### src/rtl/cla_mp_add_seq.sv
// ---------------------------------------------------------------------------
// cla_mp_add_seq -- multi-precision add/subtract sequencer.
//
// One N-bit carry-lookahead slice (cla_n_bit) is shared across WORDS operand
// words. The block processes one word per clock, least significant word first.
// The carry is kept in a register between words. Subtraction is done as
// A + ~B + 1: B is inverted when it is latched, and the carry is seeded with 1.
//
// Ports:
//   clk, rst_n            clock, synchronous active-low reset
//   start_valid/ready     command handshake; sub, op_a, op_b sampled on accept
//   res_valid/ready       result handshake
//   result                N*WORDS-bit sum or difference
//   cout                  carry out of the MSB (subtract: 1 = no borrow)
//   ovf                   two's-complement signed overflow
//   zero                  result == 0
// ---------------------------------------------------------------------------

// N-bit carry-lookahead adder slice. Every carry is computed as a flat
// sum-of-products over the generate/propagate terms, not as a ripple chain.
module cla_n_bit #(
  parameter int N = 4
) (
  input  logic [N-1:0] a,
  input  logic [N-1:0] b,
  input  logic         cin,
  output logic [N-1:0] sum,
  output logic         cout
);
  logic [N-1:0] p;
  logic [N-1:0] g;
  logic [N:0]   c;

  assign p = a ^ b;
  assign g = a & b;

  // c[i+1] = g[i] | p[i]g[i-1] | ... | p[i..0]cin
  always_comb begin
    logic term;
    logic acc;
    // NOTE: every variable written here gets a default before any
    // conditional use; otherwise synthesis infers a latch.
    c    = '0;
    term = 1'b0;
    acc  = 1'b0;
    c[0] = cin;
    for (int i = 0; i < N; i++) begin
      term = cin;
      for (int k = 0; k <= i; k++) term = term & p[k];
      acc = term;
      for (int j = 0; j <= i; j++) begin
        term = g[j];
        for (int k = j + 1; k <= i; k++) term = term & p[k];
        acc = acc | term;
      end
      c[i+1] = acc;
    end
  end

  assign sum  = p ^ c[N-1:0];
  assign cout = c[N];
endmodule

module cla_mp_add_seq #(
  parameter int N     = 4,
  parameter int WORDS = 4,
  parameter int IW    = 2
) (
  input  logic                 clk,
  input  logic                 rst_n,
  input  logic                 start_valid,
  output logic                 start_ready,
  input  logic                 sub,
  input  logic [N*WORDS-1:0]   op_a,
  input  logic [N*WORDS-1:0]   op_b,
  output logic                 res_valid,
  input  logic                 res_ready,
  output logic [N*WORDS-1:0]   result,
  output logic                 cout,
  output logic                 ovf,
  output logic                 zero
);
  localparam int W = N * WORDS;

  typedef enum logic [1:0] {
    IDLE = 2'd0,
    RUN  = 2'd1,
    DONE = 2'd2
  } state_t;

  state_t         state;
  logic [W-1:0]   a_reg;
  logic [W-1:0]   b_reg;  // already inverted when the command is a subtract
  logic           carry;
  logic [IW-1:0]  idx;

  logic [N-1:0]   s_a;
  logic [N-1:0]   s_b;
  logic [N-1:0]   s_sum;
  logic           s_cout;
  logic           last;

  assign s_a  = a_reg[idx*N +: N];
  assign s_b  = b_reg[idx*N +: N];
  assign last = (idx == IW'(WORDS - 1));

  cla_n_bit #(.N(N)) u_slice (
    .a    (s_a),
    .b    (s_b),
    .cin  (carry),
    .sum  (s_sum),
    .cout (s_cout)
  );

  always_ff @(posedge clk) begin
    // NOTE: sequential state uses non-blocking assignments only, so every
    // register samples the values from before this edge.
    if (!rst_n) begin
      state       <= IDLE;
      start_ready <= 1'b1;
      res_valid   <= 1'b0;
      result      <= '0;
      cout        <= 1'b0;
      ovf         <= 1'b0;
      zero        <= 1'b0;
      idx         <= '0;
      carry       <= 1'b0;
      a_reg       <= '0;
      b_reg       <= '0;
    end else begin
      case (state)
        IDLE: begin
          if (start_valid) begin
            a_reg       <= op_a;
            b_reg       <= sub ? ~op_b : op_b;
            carry       <= sub;  // +1 of the two's-complement negate
            idx         <= '0;
            start_ready <= 1'b0;
            state       <= RUN;
          end
        end

        RUN: begin
          result[idx*N +: N] <= s_sum;
          carry              <= s_cout;
          idx                <= idx + 1'b1;
          if (last) begin
            state     <= DONE;
            res_valid <= 1'b1;
            cout      <= s_cout;
            // The sign bits come from the stored operands. For a subtract,
            // b_reg already holds ~B, so the add-overflow rule applies.
            ovf       <= (a_reg[W-1] == b_reg[W-1]) && (s_sum[N-1] != a_reg[W-1]);
            // The lower words are already final in result; the top word is
            // still being written, so the fresh sum is used for it.
            zero      <= (result[(WORDS-1)*N-1:0] == '0) && (s_sum == '0);
          end
        end

        DONE: begin
          if (res_ready) begin
            res_valid   <= 1'b0;
            start_ready <= 1'b1;
            state       <= IDLE;
          end
        end

        default: begin
          state       <= IDLE;
          start_ready <= 1'b1;
          res_valid   <= 1'b0;
        end
      endcase
    end
  end
endmodule

### config.mk
export PLATFORM = sky130hd
export DESIGN_NAME = cla_mp_add_seq
export DESIGN_NICKNAME = d
export VERILOG_FILES = /design/src/rtl/cla_mp_add_seq.sv
export SDC_FILE = /design/constraint.sdc
export NUM_CORES = 1
export LEC_CHECK = 0
export BUFFER_PORTS_ARGS = -buffer_cell sky130_fd_sc_hd__buf_2
export CELL_PAD_IN_SITES_DETAIL_PLACEMENT = 0
export CELL_PAD_IN_SITES_GLOBAL_PLACEMENT = 2
export CORE_MARGIN = 5
export CORE_UTILIZATION = 36
export DETAILED_ROUTE_END_ITERATION = 10
export GPL_TIMING_DRIVEN = 0
export PLACE_DENSITY = 0.94
export SLEW_MARGIN = 20
export SYNTH_ARGS = -nofsm -noshare
export SYNTH_HDL_FRONTEND = slang
export SYNTH_SLANG_ARGS = --single-unit
### constraint.sdc
create_clock -name clk -period 5.96 [get_ports clk]
set_input_delay 0.894 -clock clk [delete_from_list [all_inputs] [get_ports clk]]
set_output_delay 0.894 -clock clk [all_outputs]
set_load 0.02 [all_outputs]
==> summary.txt <==
Synth
  – Number of synthesized flops with an enable pin: 0
  – Avg Cell Area, Syn: 9.571 sq um
  – Top_reg_cell synth: dfxtp_1
  – Most frequent cell after synthesis: dfxtp_1
  – #FFs+latches synth: 58
  – Seq/Total Area, Yosys: 42.12%
  – Synthesized cell area: 2756 sq um
  – Synth async-reset ratio: 0%
  – Synth cell count leaders: 58 x dfxtp_1, 43 x nor2_1, 37 x nand2_1
  – Netlist cell types: 46
  – Dominant cell type by area after synthesis: dfxtp_1
  – Synthesis warning total: 0
  – Mapped Nets: 337
  – Synth Instances: 288
  – Ranking of synthesized cells by area: dfxtp_1 42%, mux4_2 6.5%, nor2_1 5.9%
  – Synth top area share: 42.12%

Cells and area
  – Nets: 404
  – Synth-to-Final Area Change: 21.52%
  – N_diodes: 0
  – Share of post-route cells with drive strength above 1: 27.58%

Critical path
  – R2R Setup Slk: 2.62 ns
  – WP data required: 6.18 ns
  – Arr. time, crit path: 3.56 ns
  – Critical path launch point type: flop
  – CP Class: flop to flop
  – Cell Chain, Critical Path: buf_2 > mux4_2 > ha_1 > ha_1 > o211a_1 > a211oi_1 > or4_1 > o21ai_1
  – Worst Setup End Kind: flop
  – Worst-path fanout max: 10
  – Slowest stage delay, CP: 0.70 ns
  – Critical-path top delay cell: a211oi_1
  – Most Frequent Cell on Critical Path: ha_1

Route
  – Routed vias: 2,301
  – Total Wirelength: 6779 um
  – Wire per inst: 14.70 um
  – First-pass DRT Iterations: 5
  – DR vias/cell: 4.991
  – 1st-iter DRT viols: 55
  – Detail Route Antenna Nets: 0
  – DRC: 0

Die
  – # IOs: 58
  – Full die area: 9506 sq um
  – Rows: 32
  – Core ar.: 7607 sq um
  – Die height: 97.50 um
  – Initial Util: 36.23%
  – Die W: 97.50 um

Global routing
  – Overflow after GRT: 0
  – Total track usage: 15.14%
  – Vias in the first global route: 2,422
  – Largest net degree at the start of global routing: 11
  – First-pass GRT wire length: 11,530 um
  – Initial antenna violation count: 0

Pwr
  – Power Dens Cells: 273.9 nW/um^2
  – Leak: 1.419 nW
  – Flop pwr share: 45.7%
  – Peak VDD IR: 0.0001345 V
  – Int Pwr: 0.6719 mW
  – Comb power frac: 16.0%
  – Net Sw Frac: 26.76%
  – Net Switching: 0.2455 mW
  – Clk pwr share: 38.3%

Timing
  – Max Fclk: 299.6 MHz
  – Final period utilization: 56.01%
  – Minimum clock period: 3.338 ns
  – Setup Viol. Count Final: 0
  – Worst relative slew slack: 41.16%
  – Setup TNS: 0 ns
  – Final Hold Fails: 0
  – RSZ-0062 raised after global routing: no
  – Clk_skew: 0.008344 ns
  – Worst-margin pin slew: 0.8773 ns
  – Max Slew Vio Count: 0
  – Worst hold slack: 0.4521 ns

CTS
  – CTS Root Cell: clkbuf_8
  – Clock buffer depth: 2
  – Clock slew at reported path FFs: 0.06 ns
  – CTS tree: yes
  – Post-CTS setup buffer count: 0
  – Clk_lat worst skew: 0.33 ns
  – Num CTS Buffers: 9
  – H-tree levels: 3
  – Resized cells post-CTS: 0
  – # hold bufs at CTS: 0
  – CTS Sinks: 58

Place
  – Port bufs: 56
  – GPL Wtd Cong: 0.8443
  – Hpwl dp: 5003 um

Job
  – MaxCap Viol Count: 0

Worst hold path
  – Hold/Removal Path Class: flop to flop

Run status
  – Status: completed
[metrics by stage]
| stage | utilization [%] | power [mW] | instances | setup slack (ns) | instance area [sq um] |
|---|---|---|---|---|---|
| after floorplan | - | 0.5290 | 288 | 3.031 | 2756 |
| after global placement | 41.60 | 0.5738 | 446 | 2.622 | 3164 |
| after detailed placement | 41.60 | 0.5763 | 446 | 2.577 | 3164 |
| after CTS | 44.03 | 0.9258 | 461 | 2.548 | 3349 |
| after global routing | 44.03 | 0.9597 | 461 | 2.395 | 3349 |
| final | 44.03 | 0.9174 | 461 | 2.622 | 3349 |
[final cells by class]
cell class                      count  area, sq um
Clock buffer                       12        145.1
Clock inverter                      3        40.04
Timing Repair Buffer               56        280.3
Sequential cell                    58         1161
Buffer                             18        92.59
Inverter                            4        15.01
Multi-Input combinational cell    208         1488
Fill cell                         806         4258
Tap cell                          102        127.6
[placed cells by master (no fill, tap or decap), types with 3 or more instances in the layout]
cell,synthesis,final
xnor2_1,16,16
a21oi_1,21,21
a22oi_1,12,12
buf_2,7,63
clkbuf_1,7,9
inv_1,3,3
mux4_2,8,8
clkbuf_8,0,10
ha_1,11,11
nor2_1,43,43
o21ai_0,3,3
nand2_1,37,37
dfxtp_1,58,58
a32oi_1,4,4
a211oi_1,17,17
[cell families after synthesis]
logic type | after synthesis | synth area share (%)
flip-flops | 58 | 42.12
XOR/XNOR | 17 | 5.402
multiplexers | 8 | 6.536
AND/OR/NAND/NOR | 104 | 19.56
buffers and inverters | 22 | 3.903
adder cells (fa/ha/maj) | 12 | 5.719
AO/OA/AOI/OAI | 67 | 16.75
[worst paths after layout]
kind,start,endpoint,depth (start not counted)
max reg2reg,idx[0],zero,8
min,zero,zero,2
max,idx[0],zero,8
min reg2reg,zero,zero,2
[worst max-delay path: cells and delay by family (launching register included)]
family | cells | cell delay (ns)
AOI/OAI and AO/OA | 3 | 0.98
muxes | 1 | 0.62
adders and majority gates | 2 | 0.51
DFF | 1 | 0.50
buffers and inverters | 1 | 0.38
and+or+nand+nor | 1 | 0.22
[layer usage]
layer | global-route usage, % | vias to the layer above | wire, um
li1 | - | 1161 | -
met1 | 18.63 | 1065 | 3122
met2 | 24.99 | 66 | 3204
met3 | 5.097 | 9 | 353
met4 | 4.686 | 0 | 99
met5 | 0 | - | 0
[power by group through the flow]
| stage | Sequential [mW] | Combinational, mW | Clock [mW] |
|---|---|---|---|
| 3_3_place_gp | 0.428 | 0.146 | 0 |
| 2_1_floorplan | 0.428 | 0.101 | 0 |
| 4_1_cts | 0.420 | 0.149 | 0.357 |
| 6_report | 0.419 | 0.147 | 0.351 |
| 5_1_grt | 0.422 | 0.164 | 0.374 |
| 3_5_place_dp | 0.428 | 0.148 | 0 |
Note: power is estimated with default switching activity, not from simulation.
